**src/rtl/cpu_defs.sv**
```systemverilog
// Shared CPU bus definitions: Wishbone request/response bundles
// and the SRAM controller state encoding.
package cpu_defs;

    localparam int SRAM_MAX_WAIT = 15;
    localparam int SRAM_CNT_W = $clog2(SRAM_MAX_WAIT + 1);

    typedef struct packed {
        logic        cyc;
        logic        stb;
        logic        we;
        logic [3:0]  sel;
        logic [31:0] addr;
        logic [31:0] data;
    } WishboneReq_t;

    typedef struct packed {
        logic        ack;
        logic [31:0] data;
    } WishboneRes_t;

    typedef enum logic [1:0] {
        IDLE,
        ACCESS,
        ACK
    } SramCtrlState_t;

endpackage

```
**src/rtl/sram_phy_regs.sv**
```systemverilog
// Output register bank for the asynchronous SRAM pins.
// Strobes load together on a new access and drop together on release.
module sram_phy_regs
    import cpu_defs::*;
#(
    parameter int ADDR_WIDTH = 20
) (
    input  logic                  clk,
    input  logic                  rst,
    input  logic                  i_load,
    input  logic                  i_release,
    input  logic                  i_we,
    input  logic [3:0]            i_sel,
    input  logic [ADDR_WIDTH-1:0] i_addr,
    input  logic [31:0]           i_data,
    output logic [ADDR_WIDTH-1:0] o_addr,
    output logic                  o_ce_n,
    output logic                  o_oe_n,
    output logic                  o_we_n,
    output logic [3:0]            o_be_n,
    output logic [31:0]           o_dq,
    output logic                  o_dq_oe
);

    // Pin registers: load a request, or park the strobes inactive
    always_ff @(posedge clk) begin
        if (rst) begin
            o_addr  <= '0;
            o_ce_n  <= 1'b1;
            o_oe_n  <= 1'b1;
            o_we_n  <= 1'b1;
            o_be_n  <= 4'hF;
            o_dq    <= '0;
            o_dq_oe <= 1'b0;
        end else if (i_load) begin
            o_addr  <= i_addr;
            o_ce_n  <= 1'b0;
            o_oe_n  <= i_we;
            o_we_n  <= ~i_we;
            o_be_n  <= ~i_sel;
            o_dq    <= i_data;
            o_dq_oe <= i_we;
        end else if (i_release) begin
            o_ce_n  <= 1'b1;
            o_oe_n  <= 1'b1;
            o_we_n  <= 1'b1;
            o_be_n  <= 4'hF;
            o_dq_oe <= 1'b0;
        end
    end

endmodule

```
**src/rtl/wb_sram_slave.sv**
```systemverilog
// Wishbone classic slave in front of an asynchronous 32-bit SRAM.
// Optional WB_SLAVE_ERR_EN: decode BASE_ADDR and flag misses on bus_err.
module wb_sram_slave
    import cpu_defs::*;
#(
    parameter int          ADDR_WIDTH  = 20,
    parameter logic [31:0] BASE_ADDR   = 32'h0000_0000,
    parameter int          WAIT_CYCLES = 1
) (
    input  logic                  clk,
    input  logic                  rst,
    input  WishboneReq_t          bus_req,
    output WishboneRes_t          bus_res,
`ifdef WB_SLAVE_ERR_EN
    output logic                  bus_err,
`endif
    output logic [ADDR_WIDTH-1:0] sram_addr,
    output logic                  sram_ce_n,
    output logic                  sram_oe_n,
    output logic                  sram_we_n,
    output logic [3:0]            sram_be_n,
    output logic [31:0]           sram_dq_o,
    output logic                  sram_dq_oe,
    input  logic [31:0]           sram_dq_i
);

    localparam logic [SRAM_CNT_W-1:0] LP_WAIT = SRAM_CNT_W'(WAIT_CYCLES);
    localparam logic [SRAM_CNT_W-1:0] LP_ONE  = SRAM_CNT_W'(1);

    SramCtrlState_t        r_state;
    SramCtrlState_t        w_state_nxt;
    logic [SRAM_CNT_W-1:0] r_cnt;
    logic [SRAM_CNT_W-1:0] w_cnt_nxt;
    logic                  r_ack;
    logic [31:0]           r_data;
    logic                  w_req;
    logic                  w_hit;
    logic                  w_miss;
    logic                  w_start;
    logic                  w_load;
    logic                  w_release;
    logic                  w_fin;
    logic                  w_capture;
    logic                  w_unused;

    assign w_req     = bus_req.cyc & bus_req.stb;
    assign w_load    = w_start & w_hit;
    assign w_capture = w_fin & ~sram_oe_n;
    assign w_unused  = ^{bus_req.addr[1:0],
                         bus_req.addr[31:ADDR_WIDTH+2],
                         BASE_ADDR};

    assign bus_res.ack  = r_ack;
    assign bus_res.data = r_data;

`ifdef WB_SLAVE_ERR_EN
    logic r_miss;
    logic r_err;

    assign w_hit   = bus_req.addr[31:ADDR_WIDTH+2]
                     == BASE_ADDR[31:ADDR_WIDTH+2];
    assign w_miss  = r_miss;
    assign bus_err = r_err;

    // Remember a decode miss and answer it with a one-cycle error
    always_ff @(posedge clk) begin
        if (rst) begin
            r_miss <= 1'b0;
            r_err  <= 1'b0;
        end else begin
            if (w_start) r_miss <= ~w_hit;
            r_err <= w_fin & r_miss;
        end
    end
`else
    assign w_hit  = 1'b1;
    assign w_miss = 1'b0;
`endif

    // State, wait counter, ack and read-data registers
    always_ff @(posedge clk) begin
        if (rst) begin
            r_state <= IDLE;
            r_cnt   <= '0;
            r_ack   <= 1'b0;
            r_data  <= '0;
        end else begin
            r_state <= w_state_nxt;
            r_cnt   <= w_cnt_nxt;
            r_ack   <= w_fin & ~w_miss;
            if (w_capture) r_data <= sram_dq_i;
        end
    end

    // Next state, counter and strobe control
    always_comb begin
        w_state_nxt = r_state;
        w_cnt_nxt   = r_cnt;
        w_start     = 1'b0;
        w_release   = 1'b0;
        w_fin       = 1'b0;
        unique case (r_state)
            IDLE: begin
                if (w_req) begin
                    w_state_nxt = ACCESS;
                    w_start     = 1'b1;
                    w_cnt_nxt   = w_hit ? LP_WAIT : '0;
                end
            end
            ACCESS: begin
                if (!bus_req.cyc) begin
                    w_state_nxt = IDLE;
                    w_release   = 1'b1;
                end else if (r_cnt == '0) begin
                    w_state_nxt = ACK;
                    w_release   = 1'b1;
                    w_fin       = 1'b1;
                end else begin
                    w_cnt_nxt = r_cnt - LP_ONE;
                end
            end
            ACK: begin
                w_state_nxt = IDLE;
            end
            default: begin
                w_state_nxt = IDLE;
            end
        endcase
    end

    sram_phy_regs #(
        .ADDR_WIDTH(ADDR_WIDTH)
    ) u_phy (
        .clk       (clk),
        .rst       (rst),
        .i_load    (w_load),
        .i_release (w_release),
        .i_we      (bus_req.we),
        .i_sel     (bus_req.sel),
        .i_addr    (bus_req.addr[ADDR_WIDTH+1:2]),
        .i_data    (bus_req.data),
        .o_addr    (sram_addr),
        .o_ce_n    (sram_ce_n),
        .o_oe_n    (sram_oe_n),
        .o_we_n    (sram_we_n),
        .o_be_n    (sram_be_n),
        .o_dq      (sram_dq_o),
        .o_dq_oe   (sram_dq_oe)
    );

endmodule
```
**config.mk**
```make
export PLATFORM = sky130hd
export DESIGN_NAME = wb_sram_slave
export DESIGN_NICKNAME = d
export VERILOG_FILES = /design/src/rtl/cpu_defs.sv /design/src/rtl/sram_phy_regs.sv /design/src/rtl/wb_sram_slave.sv
export SDC_FILE = /design/constraint.sdc
export NUM_CORES = 1
export LEC_CHECK = 0
export BUFFER_PORTS_ARGS = -buffer_cell sky130_fd_sc_hd__buf_2
export CORE_MARGIN = 4
export CORE_UTILIZATION = 45
export DETAILED_ROUTE_END_ITERATION = 10
export GPL_TIMING_DRIVEN = 0
export PLACE_DENSITY_LB_ADDON = 0.1
export SLEW_MARGIN = 30
export SYNTH_ARGS = -nofsm -noshare
export SYNTH_HDL_FRONTEND = slang
export SYNTH_HIERARCHICAL = 1
export SYNTH_SLANG_ARGS = --single-unit
export TNS_END_PERCENT = 30
```
**constraint.sdc**
```tcl
create_clock -name clk -period 2.45 [get_ports clk]
set_input_delay 0.1225 -clock clk [delete_from_list [all_inputs] [get_ports clk]]
set_output_delay 0.1225 -clock clk [all_outputs]
set_load 0.005 [all_outputs]
```
Yosys cells after proc, flatten, opt, wreduce, memory -nomap -nowiden
Cells that the tools add are included.
{ "op_classes": {"addsub": 1, "multipliers": 0, "div_mod_pow": 0, "magnitude_cmp": 0, "eq_ne": 5, "shifts": 0, "muxes": 23, "bitwise_logic": 5, "reduce_logical": 6} }
{ "op_table": {"columns": ["operator", "n"], "rows": [
  ["$mux 4", 5],
  ["$mux 1", 13],
  ["$pmux 4 s2", 1],
  ["$mux 2", 3],
  ["$ne 2x2->1 const B", 3],
  ["$logic_not 4->1", 1],
  ["$not 4->4", 1],
  ["$pmux 2 s2", 1],
  ["$reduce_and 4->1", 1],
  ["$reduce_bool 2->1", 2],
  ["$sub 4x1->4 const B", 1],
  ["$ne 3x3->1 const B", 1],
  ["$and 1x1->1", 2],
  ["$eq 2x1->1 const B", 1],
  ["$logic_not 2->1", 1],
  ["$not 1->1", 2],
  ["$reduce_and 2->1", 1]
]} }
{ "word_totals": {"ff_bits": 99, "latch_bits": 0, "mem_bits_rw": 0, "rom_bits": 0, "input_bits": 105, "output_inout_bits": 93, "word_cells": 51, "mem_count": 0} }

Longest topological paths before layout
Gate-level depths: netlist of run 1.
{ "depth": {"ltp_word": 6, "depth_mapped": 8} }

Hierarchy
Netlist of run 1, hierarchy kept.
{ "by_module_without_submodules": {"columns": ["module", "n_inst", "cells_per_inst", "area_each_um2"], "rows": [
  ["sram_phy_regs", 1, 199, 2182.1],
  ["wb_sram_slave", 1, 186, 1700.4]
]} }

Worst setup path after synthesis of run 1
Ideal clock, no wire load.
{ "synth_timing": {"kind": "reg-to-reg", "start": "register r_cnt[0]", "end": "register r_data[0]", "setup_ns": 0.072, "t_arrival_ns": 1.764, "slack_ns": 0.614, "stages_incl_launch_ff": 7, "n_path_buf": 1, "path_cell_list": "dfxtp_1 > inv_1 > ha_1 > or3b_4 > nor4b_4 > buf_6 > mux2i_1"} }
{ "synth_between": {"elab_chain_cells": 5} }
{ "synth_lines": {"columns": ["element", "line", "source"], "rows": [
  ["from (decl)", "wb_sram_slave.sv:32", "logic [SRAM_CNT_W-1:0] r_cnt;"],
  ["from (signal assigned)", "wb_sram_slave.sv:89", "r_cnt <= w_cnt_nxt;"],
  ["$logic_not 4->1", "wb_sram_slave.sv:114", "end else if (r_cnt == '0) begin"],
  ["$mux 1", "wb_sram_slave.sv:114", null],
  ["$mux 1", "wb_sram_slave.sv:111", "if (!bus_req.cyc) begin"],
  ["$mux 1", "wb_sram_slave.sv:102", "unique case (r_state)"],
  ["$and 1x1->1", "wb_sram_slave.sv:48", "assign w_capture = w_fin & ~sram_oe_n;"],
  ["to (signal assigned)", "wb_sram_slave.sv:91", "if (w_capture) r_data <= sram_dq_i;"],
  ["to (decl)", "wb_sram_slave.sv:35", "logic [31:0] r_data;"]
]} }
Every way passes these cells.
A chain may end at the register's enable or synchronous reset.

Final worst setup path of run 1
{ "layout_timing": {"start": "register r_cnt[0]", "end": "register r_data[12]"} }
The elaborated chain is that of the path after synthesis.

==> summary.txt, run 1 <==
initial antenna violation count - 0
register area - 1982 um^2
CP required - 2740 ps
Reg power frac - 0.530
critical path fanouts, max - 10
worst-margin pin slew - 504.7 ps
die area - 10,180 um^2
Area contributors post-synth - dfxtp_1 (51%), mux2i_1 (22%), nand2_1 (6.4%)
Fillers - 666
slew margin rel. - 0.6621
Post-synth EDFFs - 0
GR peak layer - met2
Max Clk Rate - 481.3 MHz
RSZ-0062 raised after global routing - false
worst slack, placed - 363.2 ps
min-delay worst type - input port to register
Site Rows - 33
pwr/cell area - 555.8 nW/um^2
# diodes - 0
Final Cycle Share - 0.8481
Peak VDD IR - 0.2745 mV
grt ovf - 0
DR DRC count - 0
static leakage - 2.647 nW
H-tree depth - 3
Buf+Inv Stages, Crit Path - 2
library cells used by synthesis - 37
GRT Resource Usage Total - 0.2171
met1 Track Usage GR - 0.2469
first-pass GRT wire length - 17.84 mm
endpoints failing hold - 1
share of layout cells above drive strength 1 - 0.3400
FFs w/ async S/R, synth - 0
Final ANT Viol Nets - 0
endpoints failing setup - 0
M3 GR Usage - 0.07128
total CTS buffers - 9
drt first pass iters - 4
CTS sink cnt - 99
leading area contributor after synthesis - dfxtp_1
multi-input logic area - 1643 um^2
placed cells - 674
DPL Wire Length - 7.517 mm
Worst-Skew Late Latency - 360 ps
Synth Warn # - 6
post-synthesis cell count - 385
final wirelength - 10.84 mm
Synth Net Count - 492
DR vias/cell - 4.770
DR WL/cell - 14.41 um
Netlist Area Pre-Place - 3882 um^2
post-layout min period - 2078 ps
crit-path leading delay family - simple AND/OR/NAND/NOR gates
Initial Utilization - 0.4678
failing checks - negative hold slack
Final nets - 749
Port Buf Inserts - 184
clock power share - 0.327
Clock Path Buffers - 2
skew final - 9.703 ps
hold slack - -0.04136 ps
max-cap viol count - 0
pins over their slew limit - 0
Layout area overhead - 48.05%
Final Worst Setup Slack - 372.2 ps
syn avg cell area - 10.08 um^2
CP endpoint kind - register
register area share after synthesis - 0.5105
combinational group share of total power - 0.144
fin cells - 752
gpl congestion - 0.7909
1st-iter DRT viols - 40
DR vias - 3,587
pin count of the biggest net entering global routing - 17
CP Data Arrival Time - 2370 ps
CTS Root Cell - clkbuf_8
area of the core - 8299 um^2
Worst path slowest cell - nor4b_4
Die X - 100.9 um
clk slew on worst S/H paths - 90 ps
status - finished with violations
critical path class - register to register
NetSw - 0.0007979 W
met2 Usage GRT - 0.3803
crit-path cells - inv_1 -> ha_1 -> or3b_4 -> nor4b_4 -> buf_6 -> mux2i_1
max incr delay on CP - 510 ps
TritonCTS clock tree - yes
Chip Height - 100.9 um
flops & latches, synth - 99
crit start category - register
setup TNS - 0 ps
top-area cell type share of the netlist area - 0.5105
switching fraction of total power - 0.2498
total internal power - 0.002397 W
Top Ports - 198
postcts setup bufs - 0
vias in the first global route - 3,777
top_reg_cell synth - dfxtp_1
-- power by group through the flow --
stage	Sequential [W]	Combinational (W)	Clock [W]
after global routing	0.00170	0.000506	0.00114
final	0.00169	0.000459	0.00104
after floorplan	0.00173	0.000204	0
after CTS	0.00169	0.000456	0.00107
after global placement	0.00173	0.000369	0
after detailed placement	0.00173	0.000378	0
-- stage by stage --
step | utilization | area [um^2] | total power (W)
2_1_floorplan | - | 3882 | 0.001936
3_3_place_gp | 0.5946 | 4935 | 0.002094
3_5_place_dp | 0.5946 | 4935 | 0.002106
4_1_cts | 0.6926 | 5748 | 0.003221
5_1_grt | 0.6926 | 5748 | 0.003346
6_report | 0.6926 | 5748 | 0.003195
-- cell usage in the layout, fill, tap and decap left out, types with 4 or more instances in the layout --
master | Yosys | layout
nor2b_1 | 4 | 4
clkbuf_1 | 12 | 14
dfxtp_1 | 99 | 99
buf_12 | 4 | 4
inv_1 | 6 | 6
buf_6 | 4 | 4
a31oi_1 | 5 | 5
nor2_1 | 54 | 54
buf_2 | 3 | 187
mux2i_1 | 84 | 84
clkbuf_8 | 0 | 9
nor4_1 | 6 | 6
nand2_1 | 66 | 66
dlygate4sd3_1 | 0 | 62
-- routing by layer --
metal / vias to the layer above / part of all wire / wire length (um)
met5: - / 0 / 0
met3: 15 / 0.085 / 919
met2: 126 / 0.49 / 5360
met4: 0 / 0.017 / 182
met1: 1648 / 0.40 / 4378
li1: 1798 / - / -
-- cell families after synthesis --
group,after synthesis,synth area share
compound gates,17,0.03062
fa+ha+maj,2,0.006444
flops,99,0.5105
simple gates,147,0.1695
buf+inv,36,0.06638
mux,84,0.2166
-- repair_timing --
action,in CTS,in global routing
endpoints found under the hold margin,62,0
hold buffers,62,0
resized for setup,0,0
-- Yosys cell counts (all sizes together), types with 2 or more instances --
| cell | number |
|---|---|
| dfxtp | 99 |
| mux2i | 84 |
| nand2 | 66 |
| nor2 | 54 |
| buf | 17 |
| clkbuf | 13 |
| inv | 6 |
| nor4 | 6 |
| a31oi | 5 |
| nor2b | 4 |
| nor3 | 3 |
| nor3b | 3 |
| a21oi | 2 |
| ha | 2 |
| nand4 | 2 |
| o21ai | 2 |
| o31ai | 2 |
| o41ai | 2 |
| or3 | 2 |
| or3b | 2 |
-- registers in the layout, indices dropped and copies added, names as in the netlist, 2 cells and up --
| signal | count |
|---|---|
| r_data | 32 |
| u_phy/o_dq | 32 |
| u_phy/o_addr | 20 |
| r_cnt | 4 |
| u_phy/o_be_n | 4 |
| r_state | 2 |
-- worst paths after layout --
path | from | end | slack, ps | cells after the start
worst max-delay path | r_cnt[0] | r_data[12] | 370 | 6
worst min-delay path | sram_dq_i[21] | r_data[21] | -0.04 | 3
worst max register to register | r_cnt[0] | r_data[12] | 370 | 6
worst min register to register | r_data[30] | r_data[30] | 460 | 2
-- tightest hold or removal path: stages --
cell	delay, ps
buf_2	100
nand2_1	40
mux2i_1	60
-- cell type report --
type,count,area share
inverters,6,0.003918
flip-flops and latches,99,0.3448
repair buffers,246,0.2682
clock buffers,11,0.02286
clock inverters,5,0.01067
multi-input cells,250,0.2858
well taps,105,0.02286
plain buffers,30,0.04092
Power figures use the tool's default switching activity.
==> run 2: changes to the inputs <==
--- a/config.mk
+++ b/config.mk
@@ -5,9 +5,10 @@
 export SDC_FILE = /design/constraint.sdc
 export NUM_CORES = 1
 export LEC_CHECK = 0
+export ABC_AREA = 1
 export BUFFER_PORTS_ARGS = -buffer_cell sky130_fd_sc_hd__buf_2
 export CORE_MARGIN = 4
-export CORE_UTILIZATION = 45
+export CORE_UTILIZATION = 41
 export DETAILED_ROUTE_END_ITERATION = 10
 export GPL_TIMING_DRIVEN = 0
 export PLACE_DENSITY_LB_ADDON = 0.1
==> constraint.sdc (replaced) <==
create_clock -name clk -period 1.9 [get_ports clk]
set_input_delay 0.095 -clock clk [delete_from_list [all_inputs] [get_ports clk]]
set_output_delay 0.095 -clock clk [all_outputs]
set_load 0.005 [all_outputs]
==> run 2 against run 1 <==
The run now ends clean; combinational power rose by 58%; total power rose by 35%; fmax rose by 36%; register-to-register slack barely moved; clock-buffer cell count did not move; wire length rose by 2.2%; cell count rose by 14%; area after synthesis fell by 0.26%; critical endpoint is now u_phy/o_be_n[1].
==> summary.txt, run 2 <==
1st-iter DRT viols - 118 (+200%)
Clock Path Buffers - 2 (unchanged)
Top Ports - 198 (unchanged)
grt ovf - 0 (unchanged)
Worst-Skew Late Latency - 350 ps (about the same)
Hold-fix buffers, CTS - 76 (+23%)
critical path fanouts, max - 7 (-3)
TritonCTS clock tree - yes
Netlist Area Pre-Place - 3872 um^2 (-0.26%)
initial antenna violation count - 0 (unchanged)
postcts setup bufs - 0 (unchanged)
register area share after synthesis - 0.5118 (+0.001319)
clk slew on worst S/H paths - 100 ps (about the same)
top-area cell type share of the netlist area - 0.5118 (+0.001319)
top_reg_cell synth - dfxtp_1
worst-case reg-to-reg path depth - 8 (+2)
endpoints failing setup - 0 (unchanged)
DPL Wire Length - 7.604 mm (+1.2%)
CTS Root Cell - clkbuf_8
CP endpoint kind - register
Initial Utilization - 0.4211 (-0.04672)
Layout area overhead - 52.12%
DR WL/cell - 12.97 um (-10%)
DR vias - 3,976 (+11%)
FFs w/ async S/R, synth - 0 (unchanged)
min-delay worst type - input port to register
post-layout min period - 1530 ps (-548.1 ps)
pins over their slew limit - 0 (unchanged)
drt first pass iters - 7 (+3)
vias in the first global route - 4,071 (+7.8%)
PostCTS Resize Cnt - 0 (unchanged)
library cells used by synthesis - 23 (-38%)
CP required - 2200 ps (-540 ps)
most common cell in the synthesized netlist - dfxtp_1
Chip Height - 105.2 um (+4.3%)
worst-margin pin slew - 466.9 ps (-37.80 ps)
DR vias/cell - 4.656 (-2.4%)
Final ANT Viol Nets - 0 (unchanged)
area of the core - 9196 um^2 (+11%)
endpoints failing hold - 0 (-1)
post-synthesis cell count - 466 (+21%)
flops & latches, synth - 99 (unchanged)
CP Data Arrival Time - 1830 ps (-540 ps)
first-pass GRT wire length - 18.51 mm (+3.8%)
GRT Resource Usage Total - 0.2002 (-0.01693)
Peak VDD IR - 0.4708 mV (+72%)
total CTS buffers - 9 (unchanged)
final wirelength - 11.07 mm (+2.2%)
leading area contributor after synthesis - dfxtp_1
gpl congestion - 0.7560 (-4.4%)
share of layout cells above drive strength 1 - 0.3782 (+0.03817)
most common cell after layout, fill and taps aside - buf_2
DR DRC count - 0 (unchanged)
Synth Net Count - 573 (+16%)
pin count of the biggest net entering global routing - 17 (unchanged)
Area contributors post-synth - dfxtp_1 (51%), nor2_2 (8.1%), nand2_1 (6.2%)
CTS sink cnt - 99 (unchanged)
Post-synth EDFFs - 0 (unchanged)
syn avg cell area - 8.310 um^2 (-18%)
Site Rows - 35 (+6.1%)
commonest non-fill, non-tap cells in the layout - buf_2 (187), dfxtp_1 (99), dlygate4sd3_1 (76)
slew margin rel. - 0.6887 (+0.02662)
hold slack - 17.21 ps (+17.25 ps)
Top Registers - r_data x32, u_phy/o_dq x32, u_phy/o_addr x20
Die X - 105.2 um (+4.3%)
hold depth - 4 (+1)
crit start category - register
die area - 11,060 um^2 (+8.7%)
Max Clk Rate - 653.7 MHz (+36%)
status - finished clean
Port Buf Inserts - 185 (+0.54%)
skew final - 14.55 ps (+4.844 ps)
# diodes - 0 (unchanged)
Synth top cells by count - dfxtp_1 (99), nand2_1 (64), nor2_1 (61)
pwr/cell area - 730.4 nW/um^2 (+31%)
Final Cycle Share - 0.8051 (-0.04300)
Synth Warn # - 6 (unchanged)
Final nets - 845 (+13%)
static leakage - 2.780 nW (+5.0%)
max-cap viol count - 0 (unchanged)
RSZ-0062 raised after global routing - false
critical path class - register to register
H-tree depth - 3 (unchanged)
setup TNS - 0 ps (unchanged)
[run 2: changes by cell type after synthesis, sizes merged, moves of 6 or more]
cell,delta
nor2,+59
mux2i,-84
o21ai,+52
nand3,+47
a21oi,+34
inv,+9
nor4,-6
[run 2: cell families after synthesis]
kind of cell	after synthesis	synth area share
adder cells (fa/ha/maj)	2	0.006461
flip-flops	99	0.5118
buffers and inverters	46	0.07561
AND/OR/NAND/NOR	229	0.2889
AO/OA/AOI/OAI	90	0.1173
[run 2: through the flow]
stage	utilization	total power (W)	instances	setup slack [ps]	cell area (um^2)
CTS	0.6405	0.004349	854	373.3	5891
finish	0.6405	0.004303	854	370.4	5891
detailed placement	0.5369	0.002889	762	385.2	4937
floorplan	-	0.002603	466	567.4	3872
global route	0.6405	0.004537	854	211.8	5891
global placement	0.5369	0.002875	762	420.1	4937
[run 2: worst paths after layout]
check,startpoint,end,slack [ps]
hold reg to reg,r_data[0],r_data[0],460
setup reg to reg,r_cnt[0],u_phy/o_be_n[1],370
hold / removal,bus_req[64],u_phy/o_be_n[0],20
setup / recovery,r_cnt[0],u_phy/o_be_n[1],370
[run 2: worst max-delay path, cell delays in order, from the launching register on]
cell and delay (ps):
dfxtp_1 350, inv_1 110, ha_1 220, nand2_4 100, a21oi_1 390, nor2_4 100
inv_2 110, nand2_1 60, nand3_1 60
[run 2: per-layer routing]
layer | global-route usage | share of wire | vias to the layer above
met5 | 0 | 0 | -
met4 | 0.06186 | 0.016 | 0
met3 | 0.07659 | 0.087 | 17
met2 | 0.3443 | 0.49 | 134
met1 | 0.2285 | 0.41 | 1772
li1 | - | - | 2053
[run 2: report_power, final]
part | switching (W) | internal [W] | total [W]
Clock | 0.000719 | 0.000616 | 0.00133
Combinational | 0.000365 | 0.000362 | 0.000727
Sequential | 0.0000577 | 0.00218 | 0.00224
Total | 0.00114 | 0.00316 | 0.00430
[run 2: area by class of cell]
class                      count  area [um^2]
buffer                        31        231.5
fill                         799         3306
inverter                      15        61.31
clock inverter                 5        61.31
multi-input combinational    321         1598
clock buffer                  11        131.4
sequential                    99         1982
tap                          111        138.9
timing repair buffer         261         1687
